==> src/rtl/fifo_write_arbiter_if.sv <==
// -----------------------------------------------------------------------------
// fifo_write_arbiter_if
//
// Bundles the signals between a set of byte producers, the round-robin write
// arbiter and the write side of the shared FIFO.
//
//   master : producer / FIFO side (drives REQ, REQ_DATA, FLUSH, F_FULL_N)
//   slave  : arbiter side (drives ACK, WRITE, DATA_IN, CLEAR_N, BUSY, STALL,
//            GNT_ID)
//
// Signals:
//   REQ       [NREQ]      per-requester write request, level-sensitive
//   REQ_DATA  [NREQ*DW]   requester i data at [i*DW +: DW]
//   FLUSH     [1]         flush command, honoured only while idle
//   F_FULL_N  [1]         FIFO not-full flag
//   ACK       [NREQ]      one-hot, one-cycle acknowledge
//   WRITE     [1]         FIFO write strobe
//   DATA_IN   [DW]        FIFO write data
//   CLEAR_N   [1]         FIFO synchronous clear, active-low
//   BUSY      [1]         arbiter not idle
//   STALL     [1]         a request is pending while the FIFO is full
//   GNT_ID    [3]         index of the last granted requester
// -----------------------------------------------------------------------------
`timescale 1ns/1ps

interface fifo_write_arbiter_if #(
    parameter int NREQ = 4,
    parameter int DW   = 8
);
    logic [NREQ-1:0]    REQ;
    logic [NREQ*DW-1:0] REQ_DATA;
    logic               FLUSH;
    logic               F_FULL_N;
    logic [NREQ-1:0]    ACK;
    logic               WRITE;
    logic [DW-1:0]      DATA_IN;
    logic               CLEAR_N;
    logic               BUSY;
    logic               STALL;
    logic [2:0]         GNT_ID;

    modport master (
        output REQ, REQ_DATA, FLUSH, F_FULL_N,
        input  ACK, WRITE, DATA_IN, CLEAR_N, BUSY, STALL, GNT_ID
    );

    modport slave (
        input  REQ, REQ_DATA, FLUSH, F_FULL_N,
        output ACK, WRITE, DATA_IN, CLEAR_N, BUSY, STALL, GNT_ID
    );
endinterface

==> src/rtl/fifo_write_arbiter.sv <==
// -----------------------------------------------------------------------------
// fifo_write_arbiter
//
// Round-robin arbiter sharing the write port of a FIFO between NREQ producers.
// From IDLE it either starts a one-cycle FLUSH (clear pulse, takes priority)
// or grants the round-robin winner for a one-cycle WR (write + ack). No grant
// is made while the FIFO reports full. Every transaction returns to IDLE, so
// the FIFO's registered full flag is always fresh when the next grant is made.
//
// Ports:
//   CLOCK    in  system clock, rising edge
//   RESET_N  in  asynchronous active-low reset
//   bus      slave modport of fifo_write_arbiter_if (requests, data, flush,
//            FIFO full flag in; ack, write, data, clear, status out)
// -----------------------------------------------------------------------------
`timescale 1ns/1ps

module fifo_write_arbiter #(
    parameter int NREQ = 4,   // 2..8
    parameter int DW   = 8
) (
    input  logic                 CLOCK,
    input  logic                 RESET_N,
    fifo_write_arbiter_if.slave  bus
);

    typedef enum logic [1:0] {
        S_IDLE,
        S_WR,
        S_FLUSH
    } state_t;

    state_t     state;
    state_t     state_nxt;
    logic [2:0] prio;       // first index searched by the round-robin scan
    logic       win_found;
    logic [2:0] win_idx;
    logic       grant;
    logic       flush_go;

    // Round-robin winner: scan offsets 0..NREQ-1 from prio, first asserted
    // request wins. The inner loop maps each offset onto a constant index so
    // REQ is only ever indexed by loop constants.
    // NOTE: every variable written here gets a default first so no path can
    // leave it unassigned and infer a latch.
    always_comb begin
        win_found = 1'b0;
        win_idx   = '0;
        for (int k = 0; k < NREQ; k++) begin
            for (int i = 0; i < NREQ; i++) begin
                if (!win_found && bus.REQ[i] && (i == ((int'(prio) + k) % NREQ))) begin
                    win_found = 1'b1;
                    win_idx   = 3'(i);
                end
            end
        end
    end

    // Next state. Flush outranks a pending request; WR and FLUSH each last
    // exactly one cycle.
    always_comb begin
        state_nxt = state;
        grant     = 1'b0;
        flush_go  = 1'b0;
        unique case (state)
            S_IDLE: begin
                if (bus.FLUSH) begin
                    state_nxt = S_FLUSH;
                    flush_go  = 1'b1;
                end else if (win_found && bus.F_FULL_N) begin
                    state_nxt = S_WR;
                    grant     = 1'b1;
                end
            end
            S_WR:    state_nxt = S_IDLE;
            S_FLUSH: state_nxt = S_IDLE;
            default: state_nxt = S_IDLE;
        endcase
    end

    // State, pointer and registered FIFO-side outputs. WRITE/ACK/CLEAR_N are
    // driven straight from the transition decision so they are high exactly
    // during the WR/FLUSH cycle; DATA_IN and GNT_ID hold until the next grant.
    // NOTE: sequential state uses non-blocking assignments so every register
    // samples pre-edge values regardless of statement order.
    always_ff @(posedge CLOCK or negedge RESET_N) begin
        if (!RESET_N) begin
            state       <= S_IDLE;
            prio        <= '0;
            bus.WRITE   <= 1'b0;
            bus.ACK     <= '0;
            bus.CLEAR_N <= 1'b1;
            bus.DATA_IN <= '0;
            bus.GNT_ID  <= '0;
        end else begin
            state       <= state_nxt;
            bus.WRITE   <= grant;
            bus.ACK     <= grant ? (NREQ'(1) << win_idx) : '0;
            bus.CLEAR_N <= !flush_go;
            if (grant) begin
                bus.DATA_IN <= bus.REQ_DATA[win_idx*DW +: DW];
                bus.GNT_ID  <= win_idx;
                prio        <= (win_idx == 3'(NREQ - 1)) ? 3'd0 : win_idx + 3'd1;
            end
        end
    end

    assign bus.BUSY  = (state != S_IDLE);
    assign bus.STALL = (state == S_IDLE) && (|bus.REQ) && !bus.F_FULL_N;

endmodule

==> src/flat_wrapper.sv <==
// flat-port wrapper written by rule: the top's interface ports become plain ports
module fifo_write_arbiter_flat 
#(
    parameter int NREQ = 4,          
    parameter int DW   = 8
)
  (CLOCK, RESET_N, bus_REQ, bus_REQ_DATA, bus_FLUSH, bus_F_FULL_N, bus_ACK, bus_WRITE, bus_DATA_IN, bus_CLEAR_N, bus_BUSY, bus_STALL, bus_GNT_ID);
  fifo_write_arbiter_if #(.NREQ(NREQ), .DW(DW)) bus_i ();
  input  logic CLOCK;
  input  logic RESET_N;
  input wire logic [$bits(bus_i.REQ)-1:0] bus_REQ;
  input wire logic [$bits(bus_i.REQ_DATA)-1:0] bus_REQ_DATA;
  input wire logic [$bits(bus_i.FLUSH)-1:0] bus_FLUSH;
  input wire logic [$bits(bus_i.F_FULL_N)-1:0] bus_F_FULL_N;
  output wire logic [$bits(bus_i.ACK)-1:0] bus_ACK;
  output wire logic [$bits(bus_i.WRITE)-1:0] bus_WRITE;
  output wire logic [$bits(bus_i.DATA_IN)-1:0] bus_DATA_IN;
  output wire logic [$bits(bus_i.CLEAR_N)-1:0] bus_CLEAR_N;
  output wire logic [$bits(bus_i.BUSY)-1:0] bus_BUSY;
  output wire logic [$bits(bus_i.STALL)-1:0] bus_STALL;
  output wire logic [$bits(bus_i.GNT_ID)-1:0] bus_GNT_ID;
  assign bus_i.REQ = bus_REQ;
  assign bus_i.REQ_DATA = bus_REQ_DATA;
  assign bus_i.FLUSH = bus_FLUSH;
  assign bus_i.F_FULL_N = bus_F_FULL_N;
  assign bus_ACK = bus_i.ACK;
  assign bus_WRITE = bus_i.WRITE;
  assign bus_DATA_IN = bus_i.DATA_IN;
  assign bus_CLEAR_N = bus_i.CLEAR_N;
  assign bus_BUSY = bus_i.BUSY;
  assign bus_STALL = bus_i.STALL;
  assign bus_GNT_ID = bus_i.GNT_ID;
  fifo_write_arbiter #(.NREQ(NREQ), .DW(DW)) u_core (.CLOCK(CLOCK), .RESET_N(RESET_N), .bus(bus_i));
endmodule
==> config.mk <==
export PLATFORM = sky130hd
export DESIGN_NAME = fifo_write_arbiter_flat
export DESIGN_NICKNAME = d
export VERILOG_FILES = /design/src/rtl/fifo_write_arbiter_if.sv /design/src/rtl/fifo_write_arbiter.sv /design/src/flat_wrapper.sv
export SDC_FILE = /design/constraint.sdc
export NUM_CORES = 1
export LEC_CHECK = 0
export CORE_MARGIN = 5
export CORE_UTILIZATION = 34
export DETAILED_ROUTE_END_ITERATION = 8
export PLACE_DENSITY_LB_ADDON = 0.2
export RECOVER_POWER = 50
export SLEW_MARGIN = 30
export SYNTH_ARGS = -nofsm -noshare
export SYNTH_HDL_FRONTEND = slang
export SYNTH_SLANG_ARGS = --single-unit
==> constraint.sdc <==
create_clock -name CLOCK -period 1.8 [get_ports CLOCK]
set_clock_uncertainty 0.1 [all_clocks]
set_input_delay 0.18 -clock CLOCK [delete_from_list [all_inputs] [get_ports CLOCK]]
set_output_delay 0.18 -clock CLOCK [all_outputs]
set_load 0.05 [all_outputs]
==> results of run 1 <==
power groups by stage:
| stage | sequential (µW) | clock [µW] | combinational [µW] |
|---|---|---|---|
| after floorplan | 1060 | 0 | 441 |
| after global placement | 667 | 0 | 1240 |
| after detailed placement | 670 | 0 | 1260 |
| after CTS | 663 | 230 | 1260 |
| after global routing | 684 | 248 | 1300 |
| final | 660 | 224 | 1210 |
metrics by stage:
| step | setup WS (ns) | util, % | hold slack, ns |
|---|---|---|---|
| floorplan | 0.106 | - | -0.216 |
| global placement | -0.167 | 56.4 | 0.370 |
| detailed placement | -0.225 | 56.4 | 0.377 |
| CTS | 0.0138 | 57.3 | 0.108 |
| global route | -0.0224 | 57.4 | 0.448 |
| finish | 0.0618 | 57.4 | 0.403 |
what timing repair did:
item,4_1_cts,5_1_grt
endpoints found under the hold margin,0,0
endpoints found under the setup margin,0,9
gates resized for setup,0,9
registers in the layout (all words and copies together) (netlist names):
name	flops
u_core.bus.WRITE	1
u_core.bus.DATA_IN	8
u_core.bus.CLEAR_N	1
u_core.prio	2
u_core.bus.GNT_ID	2
u_core.bus.ACK	4
u_core.state	2
final timing paths:
path                                                  start                           endpoint  slack (ns)  cells past startpoint
max in group asynchronous                           RESET_N        u_core.state[0]$_DFFE_PN0P_        0.52                      2
min                        u_core.bus.GNT_ID[0]$_DFFE_PN0P_   u_core.bus.GNT_ID[0]$_DFFE_PN0P_        0.40                      2
min reg2reg                u_core.bus.GNT_ID[0]$_DFFE_PN0P_   u_core.bus.GNT_ID[0]$_DFFE_PN0P_        0.40                      2
min in group asynchronous                           RESET_N        u_core.bus.ACK[2]$_DFF_PN0_        0.45                      2
max                                              bus_REQ[0]                          bus_STALL        0.06                      5
max reg2reg                     u_core.state[1]$_DFFE_PN0P_  u_core.bus.DATA_IN[0]$_DFFE_PN0P_        0.13                      6
metal layers:
metal	GRT usage [%]	vias up	part of all wire (%)
met5	0	-	0
met1	15.4	441	39
li1	-	471	-
met2	22.8	30	55
met4	5.33	0	0.63
met3	3.06	2	5.3
worst max-delay path, cell delays in order:
cell and delay (ns):
clkdlybuf4s50_1 0.47, o41ai_2 0.42, buf_4 0.17, nor2_1 0.03, buf_4 0.18
cell type report:
cell class	count	area [µm²]	area share [%]
Timing Repair Buffer	67	614	35.0
Multi-Input combinational cell	66	528	30.1
Sequential cell	20	502	28.6
Tap cell	44	55.1	3.14
Inverter	6	27.5	1.57
Clock buffer	4	26.3	1.50
synthesized netlist by cell type (2+ instances only):
| cell type | n | area, µm² |
|---|---|---|
| mux2i_1 | 16 | 160 |
| nand2_1 | 14 | 52.6 |
| and2_1 | 5 | 31.3 |
| buf_2 | 2 | 10.0 |
| ha_1 | 4 | 50.1 |
| o221ai_1 | 8 | 70.1 |
| dfrtp_1 | 19 | 475 |
| nor2_1 | 3 | 11.3 |
| nor2b_1 | 2 | 12.5 |
| o21ai_0 | 2 | 10.0 |
| inv_1 | 5 | 18.8 |
cell families (layout without fill, tap and decap cells):
kind of cell | count (synthesis) | count (layout) | share of synthesized area, %
buffers and inverters | 11 | 77 | 7.06
AND/OR/NAND/NOR | 30 | 30 | 14.6
AO/OA/AOI/OAI | 15 | 15 | 12.2
adder cells (fa/ha/maj) | 4 | 4 | 4.63
flip-flops | 20 | 20 | 46.4
other | 1 | 1 | 0.347
multiplexers | 16 | 16 | 14.8
==> results.toml, run 1 <==
[sta]
finalCritPeriodShare_pct = 96.6
finalSetupViolations = 0
worstMarginPinSlew_ns = 1.02
layout_min_cycle_time_ns = 1.74
drv_slew = 0
final.setup.tns_ns = 0
slew_headroom_pct = 32.2
max_freq_mhz = 575
hold_viol_final = 0

[global_routing]
grt_pass1_wl_um = 4370
grt_usage_pct = 13.1
grt_pass1_vias = 993
grt_max_degree = 21
antenna_found_initial = 0
overflow = 0

[setup_path]
required_ns = 1.52
cp.arrival_ns = 1.46
crit_type = "in -> out"
start_kind = "input port"
cp_max_fo = 4
end_kind = "primary output"

[yosys]
synthFlopType = "dfrtp_1"
synth-edff-count = 0
synth_fp_nets = 141
async_reset_ff_share_pct = 100
synth_cell_types = 28
ys_seq_area_share_pct = 46.4
synth_area_um2 = 1080
synthCells = 97
avgSynthCellArea_um2 = 11.1
ys_ff_latch = 20
ys_warn_count = 0

[drt]
drc = 0
wl_um = 2690
drt_pass1_iterations = 4
wl_per_cell_um = 13.0
via_per_inst = 4.56
postRouteAntennaNets = 0
first_iter_violations = 10
num_vias = 944

[pwr]
total_power_uw = 2090
seq_power_share_pct = 31.5
p_clk_share_pct = 10.7
p_sw_share_pct = 46.3
intPower_uw = 1120
vdd_drop_max_uv = 608
pwr-share-comb_pct = 57.8
p_leak_uw = 0.000869
switching_power_uw = 969
cellPowerDensity_nw_per_um2 = 1190

[finish]
final_layout_size_suffix_gt1_share_pct = 16.6
mostFrequentLayoutCell = "clkdlybuf4s50_1"
fin_cells = 207
fin_area_um2 = 1750
area_growth_pct = 62.2
layout_common_cells = "43 x clkdlybuf4s50_1, 19 x dfrtp_1, 15 x mux2i_1, 14 x nand2_1, 10 x buf_4"
diodes = 0
fin_nets = 208
nFillCells = 287

[die]
die_area_um2 = 4410
die_h_um = 66.4
io_pins = 59
die-width_um = 66.4
row_count = 20
core_area_um2 = 3050
start_util_pct = 35.4

[cts]
cts_setup_buffers = 0
holdBufCountCts = 0
clkTransAtPathRegs_ns = 0.12
tritoncts = "built"
clock-sinks = 20
h-tree-depth = 1
numCtsBuffers = 3
cts_buffer_depth = 2
cts_root_buf = "clkbuf_4"
clock_latency_ns = 0.29

[job]
cap_viol_max_count = 0

[placement]
gp_congestion = 0.700
placed_cells = 203
dpl.hpwl_um = 2250
port_buffers = 57
placed_cell_area_um2 = 1720

[hold_path]
min_path_type = "reg -> reg"

[outcome]
run_status = "completed"
(Power assumes the default switching activity.)
==> inputs of run 2 (changes only) <==
Settings changed: MAX_ROUTING_LAYER set to met4.
==> run 2 against run 1 <==
  * Combinational power about the same
  * Global-route usage increased by 0.35 points
  * Via count increased by 0.21%
  * First-iteration DRC count increased by 30%
  * Die area unchanged
  * Wire length increased by 0.11%
  * Final area unchanged
  * Sequential cell count unchanged
  * Non-clock buffer count unchanged
  * Sequential share of layout area unchanged
  * Critical path type unchanged
  * Largest cell class unchanged
  * Largest power group unchanged
==> results.toml, run 2 (same netlist as run 1, synthesis figures left out) <==
[pwr]
vdd_drop_max_uv = 608
cellPowerDensity_nw_per_um2 = 1190
pwr-share-comb_pct = 57.8
p_leak_uw = 0.000869
seq_power_share_pct = 31.5
p_clk_share_pct = 10.7
intPower_uw = 1120
p_sw_share_pct = 46.4
switching_power_uw = 970

[global_routing]
antenna_found_initial = 0
grt_pass1_vias = 993
overflow = 0
grt_usage_pct = 13.5
grt_pass1_wl_um = 4370
grt_max_degree = 21

[die]
die_h_um = 66.4
io_pins = 59
start_util_pct = 35.4
core_area_um2 = 3050
die_area_um2 = 4410
row_count = 20
die-width_um = 66.4

[placement]
port_buffers = 57
gp_congestion = 0.708
placed_cells = 203
dpl.hpwl_um = 2250

[setup_path]
r2r_cells = 6
cp_cell_sequence = "clkdlybuf4s50_1 > o41ai_2 > buf_4 > nor2_1 > buf_4"
start_kind = "input port"
crit_top_cell = "buf_4"
worstReg2RegEnd = "u_core.bus.DATA_IN[0]$_DFFE_PN0P_"
rrSetupSlack_ns = 0.13
cp_max_fo = 4
end_kind = "primary output"
cp.arrival_ns = 1.46
crit_type = "in -> out"
reg2reg_from = "u_core.state[1]$_DFFE_PN0P_"
crit_start = "bus_REQ[0]"
slowest_stage = "clkdlybuf4s50_1"
required_ns = 1.52
cp-endpoint = "bus_STALL"
max_stage_delay_ns = 0.47

[cts]
clock_latency_ns = 0.29
h-tree-depth = 1
cts_buffer_depth = 2
clock-sinks = 20
tritoncts = "built"
clkTransAtPathRegs_ns = 0.12
numCtsBuffers = 3
cts_root_buf = "clkbuf_4"

[drt]
via_per_inst = 4.57
drc = 0
num_vias = 946
first_iter_violations = 13
wl_per_cell_um = 13.0
drt_pass1_iterations = 4
postRouteAntennaNets = 0
wl_um = 2690

[finish]
largest_reg_flops = 8
reg.largest.list = "u_core.bus.DATA_IN (8), u_core.bus.ACK (4)"
nFillCells = 287
area_growth_pct = 62.2
final_layout_size_suffix_gt1_share_pct = 16.6
fin_nets = 208
mostFrequentLayoutCell = "clkdlybuf4s50_1"
layout_common_cells = "43 x clkdlybuf4s50_1, 19 x dfrtp_1, 15 x mux2i_1, 14 x nand2_1, 10 x buf_4"
fin_cells = 207
diodes = 0
regArea_um2 = 502
multi_input_area_um2 = 528
regMostFlops = "u_core.bus.DATA_IN"

[sta]
finalSetupViolations = 0
drv_slew = 0
worstMarginPinSlew_ns = 1.02
final.setup.tns_ns = 0
finalCritPeriodShare_pct = 96.6
layout_min_cycle_time_ns = 1.74
max_freq_mhz = 575
hold_viol_final = 0
slew_headroom_pct = 32.2

[job]
cap_viol_max_count = 0

[hold_path]
min_path_type = "reg -> reg"

[outcome]
run_status = "completed"
==> run 2: cell counts in the layout (fill, tap and decap cells not counted) <==
Identical to the previous run, type by type.
==> run 2: worst min-delay path by stage <==
stage / start / to / slack, ns / cells after the start
3_3_place_gp: u_core.bus.GNT_ID[1]$_DFFE_PN0P_ / u_core.bus.GNT_ID[1]$_DFFE_PN0P_ / 0.37 / 2
5_1_grt: u_core.bus.DATA_IN[6]$_DFFE_PN0P_ / u_core.bus.DATA_IN[6]$_DFFE_PN0P_ / 0.45 / 2
4_1_cts: RESET_N / u_core.bus.ACK[2]$_DFF_PN0_ / 0.11 / 2
2_1_floorplan: RESET_N / u_core.bus.ACK[0]$_DFF_PN0_ / -0.22 / 0
3_5_place_dp: u_core.bus.GNT_ID[1]$_DFFE_PN0P_ / u_core.bus.GNT_ID[1]$_DFFE_PN0P_ / 0.38 / 2
6_report: u_core.bus.GNT_ID[0]$_DFFE_PN0P_ / u_core.bus.GNT_ID[0]$_DFFE_PN0P_ / 0.40 / 2
==> run 2: per-layer routing <==
layer	global-route usage, %	share of wire (%)	up-vias
met5	-	0	-
met4	5.33	0.63	0
met2	22.8	55	32
met3	2.89	5.1	2
li1	-	-	471
met1	15.5	40	441
==> run 2: cell type report <==
cell class	count	area share [%]
Timing Repair Buffer	67	35.0
Tap cell	44	3.14
Sequential cell	20	28.6
Multi-Input combinational cell	66	30.1
Inverter	6	1.57
Clock buffer	4	1.50
==> run 2: power groups by stage <==
stage               clock network [µW]  registers [µW]  logic (µW)
floorplan                            0            1060         441
global placement                     0             667        1240
detailed placement                   0             670        1260
CTS                                230             663        1260
global route                       248             684        1300
finish                             224             660        1210
==> run 2: through the flow <==
stage	utilization (%)	setup WS, ns	hold WS [ns]	instance area (µm²)	power, µW
3_3_place_gp	56.4	-0.167	0.370	1720	1910
2_1_floorplan	-	0.106	-0.216	1080	1500
5_1_grt	57.4	-0.0224	0.448	1750	2240
6_report	57.4	0.0618	0.403	1750	2090
4_1_cts	57.3	0.0138	0.108	1750	2150
3_5_place_dp	56.4	-0.225	0.377	1720	1930
==> run 2: critical path: cells and delay by family <==
| kind | cells | cell delay (ns) |
|---|---|---|
| AND/OR/NAND/NOR | 1 | 0.03 |
| AO/OA/AOI/OAI | 1 | 0.42 |
| buffers and inverters | 3 | 0.82 |
==> run 2: repair_timing <==
| action | CTS | global route |
|---|---|---|
| gates resized for setup | 0 | 9 |
| setup buffers | 0 | 0 |
| hold buffers | 0 | 0 |
| setup endpoints to repair | 0 | 9 |
